**config.mk**
```make
export PLATFORM = sky130hd
export DESIGN_NAME = qpsk_frame_assembler
export DESIGN_NICKNAME = d
export VERILOG_FILES = /design/src/rtl/qpsk_frame_assembler.sv
export SDC_FILE = /design/constraint.sdc
export NUM_CORES = 1
export LEC_CHECK = 0
export CORE_ASPECT_RATIO = 1.25
export CORE_UTILIZATION = 48
export DETAILED_ROUTE_END_ITERATION = 8
export HOLD_SLACK_MARGIN = 0.03
export PLACE_DENSITY_LB_ADDON = 0.08
export SLEW_MARGIN = 15
export SYNTH_ARGS = -nofsm -noshare
export SYNTH_HDL_FRONTEND = slang
export SYNTH_SLANG_ARGS = --single-unit
```
**constraint.sdc**
```tcl
create_clock -name clk -period 2.1 [get_ports clk]
set_clock_uncertainty 0.1 [all_clocks]
set_input_delay 0.42 -clock clk [delete_from_list [all_inputs] [get_ports clk]]
set_output_delay 0.42 -clock clk [all_outputs]
set_load 0.005 [all_outputs]
```
**src/rtl/qpsk_frame_assembler.sv**
```systemverilog
// Collects 2-bit QPSK hard decisions into 28-bit coded frames, LSB symbol first,
// and presents each completed frame on a valid/ready output port.
module qpsk_frame_assembler #(
  parameter int SYM_W          = 2,
  parameter int SYMS_PER_FRAME = 14
) (
  input  logic                              clk,
  input  logic                              rst,
  input  logic                              flush,
  input  logic                              sym_valid,
  input  logic [SYM_W-1:0]                  sym_data,
  output logic                              sym_ready,
  output logic                              frame_valid,
  output logic [SYM_W*SYMS_PER_FRAME-1:0]   frame_data,
  input  logic                              frame_ready,
  output logic [3:0]                        sym_idx,
  output logic [7:0]                        frame_cnt
);

  localparam int         FRAME_W  = SYM_W * SYMS_PER_FRAME;
  localparam logic [3:0] LAST_IDX = 4'(SYMS_PER_FRAME - 1);
  localparam logic [3:0] FULL_IDX = 4'(SYMS_PER_FRAME);

  typedef enum logic {COLLECT, HOLD} state_t;

  state_t               state, state_next;
  logic [FRAME_W-1:0]   asm_data, asm_next;
  logic [FRAME_W-1:0]   frame_data_next;
  logic                 frame_valid_next;
  logic [3:0]           sym_idx_next;
  logic [7:0]           frame_cnt_next;
  logic                 accept, deliver, slot_free;

  // sym_ready is a pure function of the registered state, never of frame_ready
  assign sym_ready = (state == COLLECT);
  assign accept    = sym_valid && sym_ready;
  assign deliver   = frame_valid && frame_ready;
  assign slot_free = !frame_valid || frame_ready;

  always_ff @(posedge clk) begin
    if (!rst) begin
      state       <= COLLECT;
      asm_data    <= '0;
      frame_data  <= '0;
      frame_valid <= 1'b0;
      sym_idx     <= '0;
      frame_cnt   <= '0;
    end else begin
      state       <= state_next;
      asm_data    <= asm_next;
      frame_data  <= frame_data_next;
      frame_valid <= frame_valid_next;
      sym_idx     <= sym_idx_next;
      frame_cnt   <= frame_cnt_next;
    end
  end

  always_comb begin
    state_next       = state;
    asm_next         = asm_data;
    frame_data_next  = frame_data;
    frame_valid_next = frame_valid && !frame_ready;
    sym_idx_next     = sym_idx;
    frame_cnt_next   = deliver ? frame_cnt + 8'd1 : frame_cnt;

    case (state)
      COLLECT: begin
        if (flush) begin
          sym_idx_next = '0;
        end else if (accept) begin
          for (int k = 0; k < SYMS_PER_FRAME; k++) begin
            if (sym_idx == 4'(k)) asm_next[SYM_W*k +: SYM_W] = sym_data;
          end
          if (sym_idx != LAST_IDX) begin
            sym_idx_next = sym_idx + 4'd1;
          end else if (slot_free) begin
            // completed frame bypasses asm so the next frame starts with no bubble
            frame_data_next  = asm_next;
            frame_valid_next = 1'b1;
            sym_idx_next     = '0;
          end else begin
            sym_idx_next = FULL_IDX;
            state_next   = HOLD;
          end
        end
      end
      HOLD: begin
        // flush is ignored here: the held frame is complete and must be delivered
        if (slot_free) begin
          frame_data_next  = asm_data;
          frame_valid_next = 1'b1;
          sym_idx_next     = '0;
          state_next       = COLLECT;
        end
      end
      default: state_next = COLLECT;
    endcase
  end

endmodule

```
* Word-level counts from Yosys, hierarchy flattened
Cells that the tools add are included.
Widths: inputs -> output; s select.
** Cells by class
- $add $sub $neg :: 2
- Equality and inequality tests :: 20
- Multiplexer cells :: 36
- Bitwise gates (word level) :: 2
- Reduce and logical (&&, ||, !) cells :: 10
** Operator list (number)
- $mux 28 :: 5
- $pmux 28 s2 :: 1
- $mux 2 :: 14
- $eq 4x4->1 const B :: 6
- $mux 4 :: 5
- $eq 4x3->1 const B :: 4
- $add 8x1->8 const B :: 1
- $eq 4x2->1 const B :: 2
- $mux 1 :: 8
- $pmux 4 s2 :: 1
- $ne 2x1->1 const B :: 3
- $reduce_and 5->1 :: 1
- $add 4x1->4 const B :: 1
- $eq 4x1->1 const B :: 1
- $logic_not 4->1 :: 1
- $ne 2x2->1 const B :: 2
- $ne 4x4->1 const B :: 1
- $pmux 1 s2 :: 2
- $logic_and 1x1->1 :: 3
- $ne 3x2->1 const B :: 1
- $reduce_and 3->1 :: 1
- $logic_not 1->1 :: 2
- $not 1->1 :: 2
- $reduce_and 2->1 :: 1
- $logic_or 1x1->1 :: 1
** Storage, ports and cells
- Register bits :: 70
- Input port bits :: 7
- Output and inout port bits :: 42
- Word-level logic and storage cells :: 76

* Depth between registers and ports, before layout
Gate-level depths: netlist of run 1.
- Word-level depth :: 7
- Gate-level depth with buffers :: 9
- Gate-level depth less buffers :: 6

* Worst setup path after synthesis of run 1
Ideal clock, no wire load.
- Kind :: register -> register
- Start :: reg sym_idx[1]
- End :: reg frame_data[10]
- Library setup time :: 116 ps
- Arrival :: 1845 ps
- Required time :: 1884 ps
- Slack :: 39 ps
- Stages on the path, launching flop included :: 10
- Path buffers :: 3
- Clock period less this slack :: 2061 ps
- Path through :: dfxtp_1 -> inv_1 -> ha_1 -> and3_1 -> buf_2 -> a21o_1 -> and2_1 -> buf_4 -> buf_6 -> o211a_1
** On the way
- Longest elaborated chain between the ends :: 7
- Elaborated cells between the ends (all ways) :: 10
- Classes of those cells :: eq/ne (3); mux (6); reduce/logical (1)
** Ends and longest elaborated chain
- from (decl) :: line 16 : output logic [3:0] sym_idx,
- from (signal assigned) :: line 53 : sym_idx <= sym_idx_next;
- $eq 4x3->1 :: line 72 : if (sym_idx == 4'(k)) asm_next[SYM_W*k +: SYM_W] = sym_data;
- $mux 2 :: line 72
- $mux 28 :: line 76 : end else if (slot_free) begin
- $mux 28 :: line 74 : if (sym_idx != LAST_IDX) begin
- $mux 28 :: line 70 : end else if (accept) begin
- $mux 28 :: line 68 : if (flush) begin
- $pmux 28 s2 :: line 66 : case (state)
- to (signal assigned) :: line 51 : frame_data <= frame_data_next;
- to (decl) :: line 14 : output logic [SYM_W*SYMS_PER_FRAME-1:0] frame_data,
Several ways; a longest one is shown, not always the timed one. The select of a mux whose other input is x is not followed.
A chain may end at the register's enable or synchronous reset.

* Final worst setup path of run 1
- Start :: reg state
- End :: out sym_ready
** On the way
- Longest elaborated chain between the ends :: 1
** Ends and longest elaborated chain
- from (decl) :: line 26 : state_t state, state_next;
- from (signal assigned) :: line 49 : state <= state_next;
- $not 1->1 (no line)
- to (decl) :: line 12 : output logic sym_ready,
No other way between the ends.

==> results.md, run 1 <==
* Post-synth ARST share at 0
* Clock-pin slew on the worst setup and hold paths at 0.08 ns
* Number of flops mapped to enable cells by yosys at 0
* CP Max Fanout at 20
* Most common cell after layout, fill and taps aside: dfxtp_1
* Final Max Slew Viols at 0
* Vias in the first global route at 2703
* Num CTS Buffers at 9
* Width of the die at 77.80 um
* Crit path launch: state
* Cell Int Power at 0.002097 W
* Max Cap Violations at 0
* Vias/cell at 5.588
* Unique cell type count in the Yosys netlist at 36
* Synth area leader: dfxtp_1
* Switching share of power at 0.2225
* Final number of setup-violating endpoints at 0
* Post-route setup TNS at 0 ns
* Ys flop type: dfxtp_1
* Class of the worst hold path: primary input to flip-flop
* Worst Max-Slew Pin Slew at 0.4343 ns
* Min-delay src: rst
* Largest cells by area after synthesis: dfxtp_1 (41%), mux2i_1 (16%), o211a_1 (8.1%)
* Reg power frac at 0.494
* PD cells at 624.0 nW/um2
* Total Wirelength at 7.650 mm
* Outcome: completed
* Leak at 1.999 nW
* Post-Synthesis Cells at 345
* Root Buffer: clkbuf_8
* Reg2Reg Depth at 7
* Num Clock Sinks at 70
* CTS tree: built
* DRT iter0 DRCs at 195
* CP Class: flip-flop to primary output
* First-pass GRT wire length at 12.99 mm
* Max Clk Rate at 496.7 MHz
* Global route overflow at 0
* Htree depth at 3
* RSZ-0062 raised after global routing: false
* Post-synthesis sequential area ratio at 0.4065
* Port bufs at 48
* HPWL Detailed at 5.091 mm
* Final hold viol count at 0
* Hold slack at 0.3186 ns
* Critical path launch point type: flip-flop
* Comb pwr share at 0.047
* Clock power share at 0.459
* P&R area growth vs syn at 25.37%
* Routed via count at 2738
* Post-synth net total at 358
* Largest net degree at the start of global routing at 33
* WHS Path Cells at 2
* Gpl congestion at 0.8080
* Num rows at 34
* Ant. Diodes at 0
* Tmin final at 2.013 ns
* Critical path required time at 1.58 ns
* Clk buf depth at 2
* Latest clock arrival within the worst-skew pair at 0.35 ns
* Peak VDD IR at 0.5210 mV
* FF+latch count, synth at 70
* Drt wl/cell at 15.61 um
* Most frequent cells in the layout: dfxtp_1 (69), mux2i_1 (55), nand3_1 (48)
* Yosys warns at 0
* Initial Util at 0.4971
* Post-DRT Antenna Nets at 0
* Post-route DRC violation count at 0
* Share of the synthesized area in the top cell type at 0.4065
* Critical R2R Launch: sym_idx[1]
* Io pins at 49
* Drt first pass iters at 4
* Worst slew slack as a fraction of its limit at 0.7074
* Die Height at 96.75 um
* Period utilisation layout at 0.9587
* Share of cells above drive strength 1 at 0.1400
* Nets@finish at 408
* Switching power of the nets at 0.0005999 W
* CP endpoint kind: primary output
* Initial antenna violation count at 0
* GR Util All Layers at 0.2198
* Mapped Area at 3447 um2
* Core ar. at 6934 um2
* Cts hold-fix bufs at 0
* Area of the die at 7526 um2
* Worst path arrival time at 1.49 ns
* Syn Area/Cell at 9.991 um2
layer usage:
metal	global-route usage	part of all wire	up-vias
met1	0.2652	0.46	1340
li1	-	-	1346
met3	0.05755	0.031	6
met2	0.3724	0.50	46
met5	0	0	-
met4	0.07837	0.011	0
final timing paths:
path	end	slack (ns)
max reg2reg	frame_data[21]	0.13
min reg2reg	asm_data[26]	0.38
min	frame_cnt[1]	0.32
max	sym_ready	0.09
synthesized netlist by cell type (5+ instances only):
master	number
a21boi_0	5
and2_1	7
and4bb_2	8
buf_2	6
clkbuf_1	22
dfxtp_1	70
ha_1	6
mux2i_1	55
nand2_1	9
nand3_1	48
nand4_1	6
nor2b_1	32
o211a_1	28
xnor2_1	6
logic make-up (layout without fill, tap and decap cells):
| logic type | after synthesis | after routing | synth area share |
|---|---|---|---|
| DFF | 70 | 70 | 0.4065 |
| muxes | 56 | 56 | 0.1630 |
| buffers and inverters | 36 | 91 | 0.04682 |
| and+or+nand+nor | 127 | 127 | 0.2338 |
| xor gates and xnor gates | 6 | 6 | 0.01524 |
| adders and majority gates | 6 | 6 | 0.02178 |
| AOI/OAI and AO/OA | 44 | 44 | 0.1129 |
power groups by stage:
stage               registers [W]  logic [W]  clock network (W)
CTS                       0.00133   0.000127            0.00127
finish                    0.00133   0.000127            0.00124
global placement          0.00136   0.000126                  0
floorplan                 0.00136  0.0000734                  0
global route              0.00133   0.000136            0.00133
detailed placement        0.00136   0.000126                  0
timing repair:
action / CTS / global route
buffers inserted: 0 / 0
gates resized for setup: 0 / 1
endpoints found under the setup margin: 0 / 28
layout make-up:
cell class	instances	area, um2
clock inverter	6	91.34
multi-input combinational	239	1889
inverter	4	15.01
tap	90	112.6
sequential	70	1403
timing repair buffer	71	673.1
fill	614	2613
clock buffer	10	137.6
worst max-delay path, cell delays in order, from the launching register on:
cell and delay (ns):
dfxtp_1 0.30, buf_4 0.20, inv_1 0.14, clkdlybuf4s50_1 0.52
state kept, by name (all words and copies together) (netlist names):
signal / count
asm_data: 28
frame_data: 28
frame_cnt: 8
sym_idx: 4
frame_valid: 1
state: 1
metrics by stage:
step,instances,cell area (um2),worst slack (ns),utilization,total power (W)
4_1_cts,490,4320,0.03060,0.6231,0.002731
3_5_place_dp,474,4091,0.03935,0.5900,0.001491
6_report,490,4322,0.08668,0.6232,0.002697
2_1_floorplan,345,3447,0.03882,-,0.001437
5_1_grt,490,4322,0.01162,0.6232,0.002801
3_3_place_gp,474,4091,0.06529,0.5900,0.001490
Note: power is estimated with default switching activity, not from simulation.
==> inputs of run 2 (changes only) <==
==> constraint.sdc (replaced) <==
create_clock -name clk -period 2.1 [get_ports clk]
set_clock_uncertainty 0.1 [all_clocks]
set_input_delay 0.42 -clock clk [delete_from_list [all_inputs] [get_ports clk]]
set_output_delay 0.42 -clock clk [all_outputs]
set_load 0.1 [all_outputs]
==> run 2 against run 1 <==
Power increased by 4.1%. Die area is the same. Wire length down 0.34%. Largest cell class unchanged. Non-clock buffer count decreased by 2. Critical endpoint is now frame_data[0]. Hold slack gained 0.053 ns. Cell count is 0.41% lower. Highest routed layer unchanged. Global-route usage is 0.59 points lower. Sequential power barely moved. Utilization grew 0.54 points.
==> results.md, run 2 (same netlist as run 1, synthesis figures left out) <==
* Outcome: completed (unchanged)
* GR Util All Layers at 0.2139 (was 0.2198)
* Clock power share at 0.476 (was 0.459)
* Cts hold-fix bufs at 0 (unchanged)
* Num rows at 34 (unchanged)
* Die Height at 96.75 um (unchanged)
* Port bufs at 48 (unchanged)
* Post-route setup TNS at 0 ns (unchanged)
* PD cells at 643.9 nW/um2 (was 624.0 nW/um2)
* Drt wl/cell at 15.62 um (was 15.61 um)
* Core ar. at 6934 um2 (unchanged)
* Switching power of the nets at 0.0006132 W (was 0.0005999 W)
* Drt first pass iters at 4 (unchanged)
* Peak VDD IR at 0.3780 mV (was 0.5210 mV)
* Hold slack at 0.3717 ns (was 0.3186 ns)
* Pwr Total at 0.002807 W (was 0.002697 W)
* Io pins at 49 (unchanged)
* Leak at 2.114 nW (was 1.999 nW)
* Num Clock Sinks at 70 (unchanged)
* DP Area at 4109 um2 (was 4091 um2)
* Final hold viol count at 0 (unchanged)
* Reg power frac at 0.475 (was 0.494)
* Comb pwr share at 0.049 (was 0.047)
* Nets@finish at 406 (was 408)
* Global route overflow at 0 (unchanged)
* Fin area at 4359 um2 (was 4322 um2)
* Most frequent cells in the layout: dfxtp_1 (66), mux2i_1 (55), buf_4 (52) (was dfxtp_1 (69), mux2i_1 (55), nand3_1 (48))
* Num CTS Buffers at 9 (unchanged)
* Cells resized by post-CTS repair at 0 (unchanged)
* Total Wirelength at 7.624 mm (was 7.650 mm)
* P&R area growth vs syn at 26.46% (was 25.37%)
* DRT iter0 DRCs at 146 (was 195)
* Dpl cells at 472 (was 474)
* RSZ-0062 raised after global routing: false (unchanged)
* Final Max Slew Viols at 0 (unchanged)
* CP Max Fanout at 8 (was 20)
* Worst slew slack as a fraction of its limit at 0.6538 (was 0.7074)
* Most common cell after layout, fill and taps aside: dfxtp_1 (unchanged)
* Latest clock arrival within the worst-skew pair at 0.35 ns (about the same)
* Final number of setup-violating endpoints at 0 (unchanged)
* HPWL Detailed at 5.069 mm (was 5.091 mm)
* Ant. Diodes at 0 (unchanged)
* Root Buffer: clkbuf_8 (unchanged)
* Vias in the first global route at 2621 (was 2703)
* Gpl congestion at 0.8158 (was 0.8080)
* Routed via count at 2729 (was 2738)
* Register Area at 1411 um2 (was 1403 um2)
* Post-CTS setup buffer count at 0 (unchanged)
* Clock-pin slew on the worst setup and hold paths at 0.08 ns (about the same)
* FILL cells at 614 (unchanged)
* Clk buf depth at 2 (unchanged)
* Largest net degree at the start of global routing at 29 (was 33)
* Htree depth at 3 (unchanged)
* Largest regs: asm_data x28, frame_data x28, frame_cnt x8 (unchanged)
* Initial antenna violation count at 0 (unchanged)
* Width of the die at 77.80 um (unchanged)
* Worst path arrival time at 2.10 ns (was 1.49 ns)
* Critical path launch point type: flip-flop (unchanged)
* CP Class: flip-flop to flip-flop (was flip-flop to primary output)
* Post-route DRC violation count at 0 (unchanged)
* Period utilisation layout at 0.9266 (was 0.9587)
* Area of the multi-input gates at 1902 um2 (was 1889 um2)
* Post-DRT Antenna Nets at 0 (unchanged)
* CP endpoint kind: flip-flop (was primary output)
* Vias/cell at 5.592 (was 5.588)
* Share of cells above drive strength 1 at 0.2538 (was 0.1400)
* Area of the die at 7526 um2 (unchanged)
* Final std cells w/o fill at 488 (was 490)
* Tmin final at 1.946 ns (was 2.013 ns)
* Worst Max-Slew Pin Slew at 0.5192 ns (was 0.4343 ns)
* CTS tree: built (unchanged)
* Initial Util at 0.4971 (unchanged)
* Switching share of power at 0.2185 (was 0.2225)
* Critical path required time at 2.25 ns (was 1.58 ns)
* First-pass GRT wire length at 12.51 mm (was 12.99 mm)
* Max Cap Violations at 0 (unchanged)
* Class of the worst hold path: flip-flop to flip-flop (was primary input to flip-flop)
* Cell Int Power at 0.002194 W (was 0.002097 W)
* Max Clk Rate at 513.9 MHz (was 496.7 MHz)
## run 2: worst max-delay path, stage by stage, from the launching register on
cell and delay (ns):
dfxtp_4 0.38, inv_1 0.10, ha_1 0.36, nor4b_2 0.45, mux2i_1 0.24, nand3_1 0.09
o211a_1 0.13
## run 2: layer usage
metal,global-route usage,up-vias,share of wire
li1,-,1341,-
met4,0.1176,0,0.024
met1,0.2598,1318,0.45
met2,0.3533,55,0.48
met5,0,-,0
met3,0.03868,15,0.038
## run 2: final cells by class
cell class | count | area share
clock buffer | 12 | 0.04047
sequential | 70 | 0.3238
tap | 90 | 0.02583
timing repair buffer | 69 | 0.1527
multi-input combinational | 239 | 0.4363
clock inverter | 4 | 0.01693
inverter | 4 | 0.004018
## run 2: final timing paths
check | startpoint | end | slack, ns | depth (start not counted)
hold reg to reg | asm_data[26] | asm_data[26] | 0.37 | 2
setup reg to reg | sym_idx[0] | frame_data[0] | 0.15 | 6
hold / removal | asm_data[26] | asm_data[26] | 0.37 | 2
setup / recovery | sym_idx[0] | frame_data[0] | 0.15 | 6
## run 2: through the flow
step                      utilization  worst slack (ns)
after global routing           0.6287           0.05174
after CTS                      0.6287            0.1603
after detailed placement       0.5926           0.03883
after global placement         0.5926           0.06005
final                          0.6287            0.1542
after floorplan                     -          0.002007
## run 2: power by group through the flow
| stage | Clock (W) | Sequential [W] | Combinational, W |
|---|---|---|---|
| floorplan | 0 | 0.00137 | 0.0000745 |
| global placement | 0 | 0.00136 | 0.000136 |
| detailed placement | 0 | 0.00136 | 0.000137 |
| CTS | 0.00135 | 0.00133 | 0.000138 |
| global route | 0.00140 | 0.00133 | 0.000148 |
| finish | 0.00134 | 0.00133 | 0.000137 |
==> inputs of run 3 (changes only) <==
CORE_UTILIZATION = 40   (was 48)
SKIP_LAST_GASP = 1   (was not set)
==> run 3 against run 2 <==
Sequential power hardly changed. Sequential share of layout area is 0.14 points lower. Flip-flop and latch count stayed put. Largest cell class unchanged.
==> results.md, run 3 (same netlist as run 1, synthesis figures left out) <==
* Comb pwr share at 0.048 (was 0.049)
* P&R area growth vs syn at 27.01% (was 26.46%)
* Most frequent cells in the layout: dfxtp_1 (66), buf_4 (56), mux2i_1 (55) (was dfxtp_1 (66), mux2i_1 (55), buf_4 (52))
* Io pins at 49 (unchanged)
* Tmin final at 1.956 ns (was 1.946 ns)
* Worst slew slack as a fraction of its limit at 0.6743 (was 0.6538)
* Num rows at 37 (was 34)
* Most common cell after layout, fill and taps aside: dfxtp_1 (unchanged)
* Largest regs: asm_data x28, frame_data x28, frame_cnt x8 (unchanged)
* Drt first pass iters at 4 (unchanged)
* Port bufs at 48 (unchanged)
* Nets@finish at 408 (was 406)
* Cell Int Power at 0.002336 W (was 0.002194 W)
* Period utilisation layout at 0.9317 (was 0.9266)
* Clock-pin slew on the worst setup and hold paths at 0.07 ns (was 0.08 ns)
* Cts hold-fix bufs at 0 (unchanged)
* Largest net degree at the start of global routing at 46 (was 29)
* Initial antenna violation count at 0 (unchanged)
* CTS tree: built (unchanged)
* Global route overflow at 0 (unchanged)
* Worst Max-Slew Pin Slew at 0.4835 ns (was 0.5192 ns)
* Post-route DRC violation count at 0 (unchanged)
* Leak at 2.129 nW (was 2.114 nW)
* Class of the worst hold path: primary input to flip-flop (was flip-flop to flip-flop)
* Critical Path, Cell by Cell: inv_1 -> ha_1 -> nor4b_2 -> mux2i_1 -> nand3_1 -> o211a_1 (unchanged)
* Crit path max-delay cell type: nor4b_2 (unchanged)
* Routed via count at 2689 (was 2729)
* Area of the die at 8995 um2 (was 7526 um2)
* Final number of setup-violating endpoints at 0 (unchanged)
* CP Class: flip-flop to flip-flop (unchanged)
* Outcome: completed (unchanged)
* Peak VDD IR at 0.3643 mV (was 0.3780 mV)
* Width of the die at 85.03 um (was 77.80 um)
* Root Buffer: clkbuf_8 (unchanged)
* Slowest stage delay, CP at 0.45 ns (about the same)
* Num Clock Sinks at 70 (unchanged)
* Min-delay src: rst (was asm_data[26])
* Post-CTS setup buffer count at 0 (unchanged)
* Fin area at 4378 um2 (was 4359 um2)
* Final hold viol count at 0 (unchanged)
* RSZ-0062 raised after global routing: false (unchanged)
* Latest clock arrival within the worst-skew pair at 0.35 ns (about the same)
* Clock power share at 0.498 (was 0.476)
* Clk buf depth at 2 (unchanged)
* Critical path launch point type: flip-flop (unchanged)
* Max Cap Violations at 0 (unchanged)
* Post-DRT Antenna Nets at 0 (unchanged)
* Initial Util at 0.4160 (was 0.4971)
* Placement Setup Slack at 0.04826 ns (was 0.03883 ns)
* First-pass GRT wire length at 12.36 mm (was 12.51 mm)
* DRT iter0 DRCs at 95 (was 146)
* Fin util at 0.5283 (was 0.6287)
* Share of cells above drive strength 1 at 0.2550 (was 0.2538)
* Htree depth at 3 (unchanged)
* Critical path required time at 2.25 ns (about the same)
* CP Max Fanout at 8 (unchanged)
* Crit path launch: sym_idx[0] (unchanged)
* Core ar. at 8287 um2 (was 6934 um2)
* HPWL Detailed at 5.028 mm (was 5.069 mm)
* Max Clk Rate at 511.1 MHz (was 513.9 MHz)
* Final Max Slew Viols at 0 (unchanged)
* Vias/cell at 5.410 (was 5.592)
* Drt wl/cell at 15.27 um (was 15.62 um)
* Critical R2R Launch: sym_idx[0] (unchanged)
* GR Util All Layers at 0.1758 (was 0.2139)
* Reg power frac at 0.454 (was 0.475)
* Die Height at 105.8 um (was 96.75 um)
* Gpl congestion at 0.7769 (was 0.8158)
* Total Wirelength at 7.587 mm (was 7.624 mm)
* Worst path arrival time at 2.10 ns (about the same)
* Setup WS post-layout at 0.1435 ns (was 0.1542 ns)
* Pwr Total at 0.002935 W (was 0.002807 W)
* Num CTS Buffers at 9 (unchanged)
* Cells resized by post-CTS repair at 0 (unchanged)
* Ant. Diodes at 0 (unchanged)
* Post-route setup TNS at 0 ns (unchanged)
* Switching share of power at 0.2039 (was 0.2185)
* CP endpoint kind: flip-flop (unchanged)
* PD cells at 670.4 nW/um2 (was 643.9 nW/um2)
* DP Area at 4108 um2 (was 4109 um2)
* Switching power of the nets at 0.0005985 W (was 0.0006132 W)
* Vias in the first global route at 2553 (was 2621)
[run 3: per-layer routing]
metal  GRT usage  share of wire  vias up  wire length [um]
met5           0              0        -                 0
met4     0.06416          0.019        0               145
met3     0.04542          0.035       13               268
met1      0.2178           0.48     1287              3666
met2      0.2921           0.46       47              3507
li1            -              -     1342                 -
[run 3: path summary, 6_finish.rpt]
kind | to | slack, ns | depth (start not counted)
worst max-delay path | frame_data[0] | 0.14 | 6
worst min-delay path | state | 0.36 | 3
worst max register to register | frame_data[0] | 0.14 | 6
worst min register to register | asm_data[26] | 0.37 | 2
[run 3: metrics by stage]
step / instances / hold slack (ns)
floorplan: 345 / 0.3400
global placement: 481 / 0.3458
detailed placement: 481 / 0.3598
CTS: 497 / 0.3567
global route: 497 / 0.3758
finish: 497 / 0.3632
[run 3: cell type report]
cell class,count,area [um2]
clock buffer,11,141.4
clock inverter,5,128.9
tap,97,121.4
timing repair buffer,71,655.6
inverter,4,17.52
fill,754,3909
sequential,70,1411
multi-input combinational,239,1902
[run 3: power by group through the flow]
stage               Combinational, W  Clock (W)  Sequential (W)
floorplan                  0.0000745          0         0.00137
global placement            0.000141          0         0.00136
finish                      0.000140    0.00146         0.00133
detailed placement          0.000141          0         0.00136
global route                0.000151    0.00156         0.00133
CTS                         0.000142    0.00150         0.00133
[run 3: worst max-delay path: cells and delay by family, from the launching register on]
kind,cells,cell delay (ns)
buffers and inverters,1,0.11
adder cells (fa/ha/maj),1,0.37
flip-flops,1,0.39
AO/OA/AOI/OAI,1,0.12
AND/OR/NAND/NOR,2,0.54
multiplexers,1,0.24
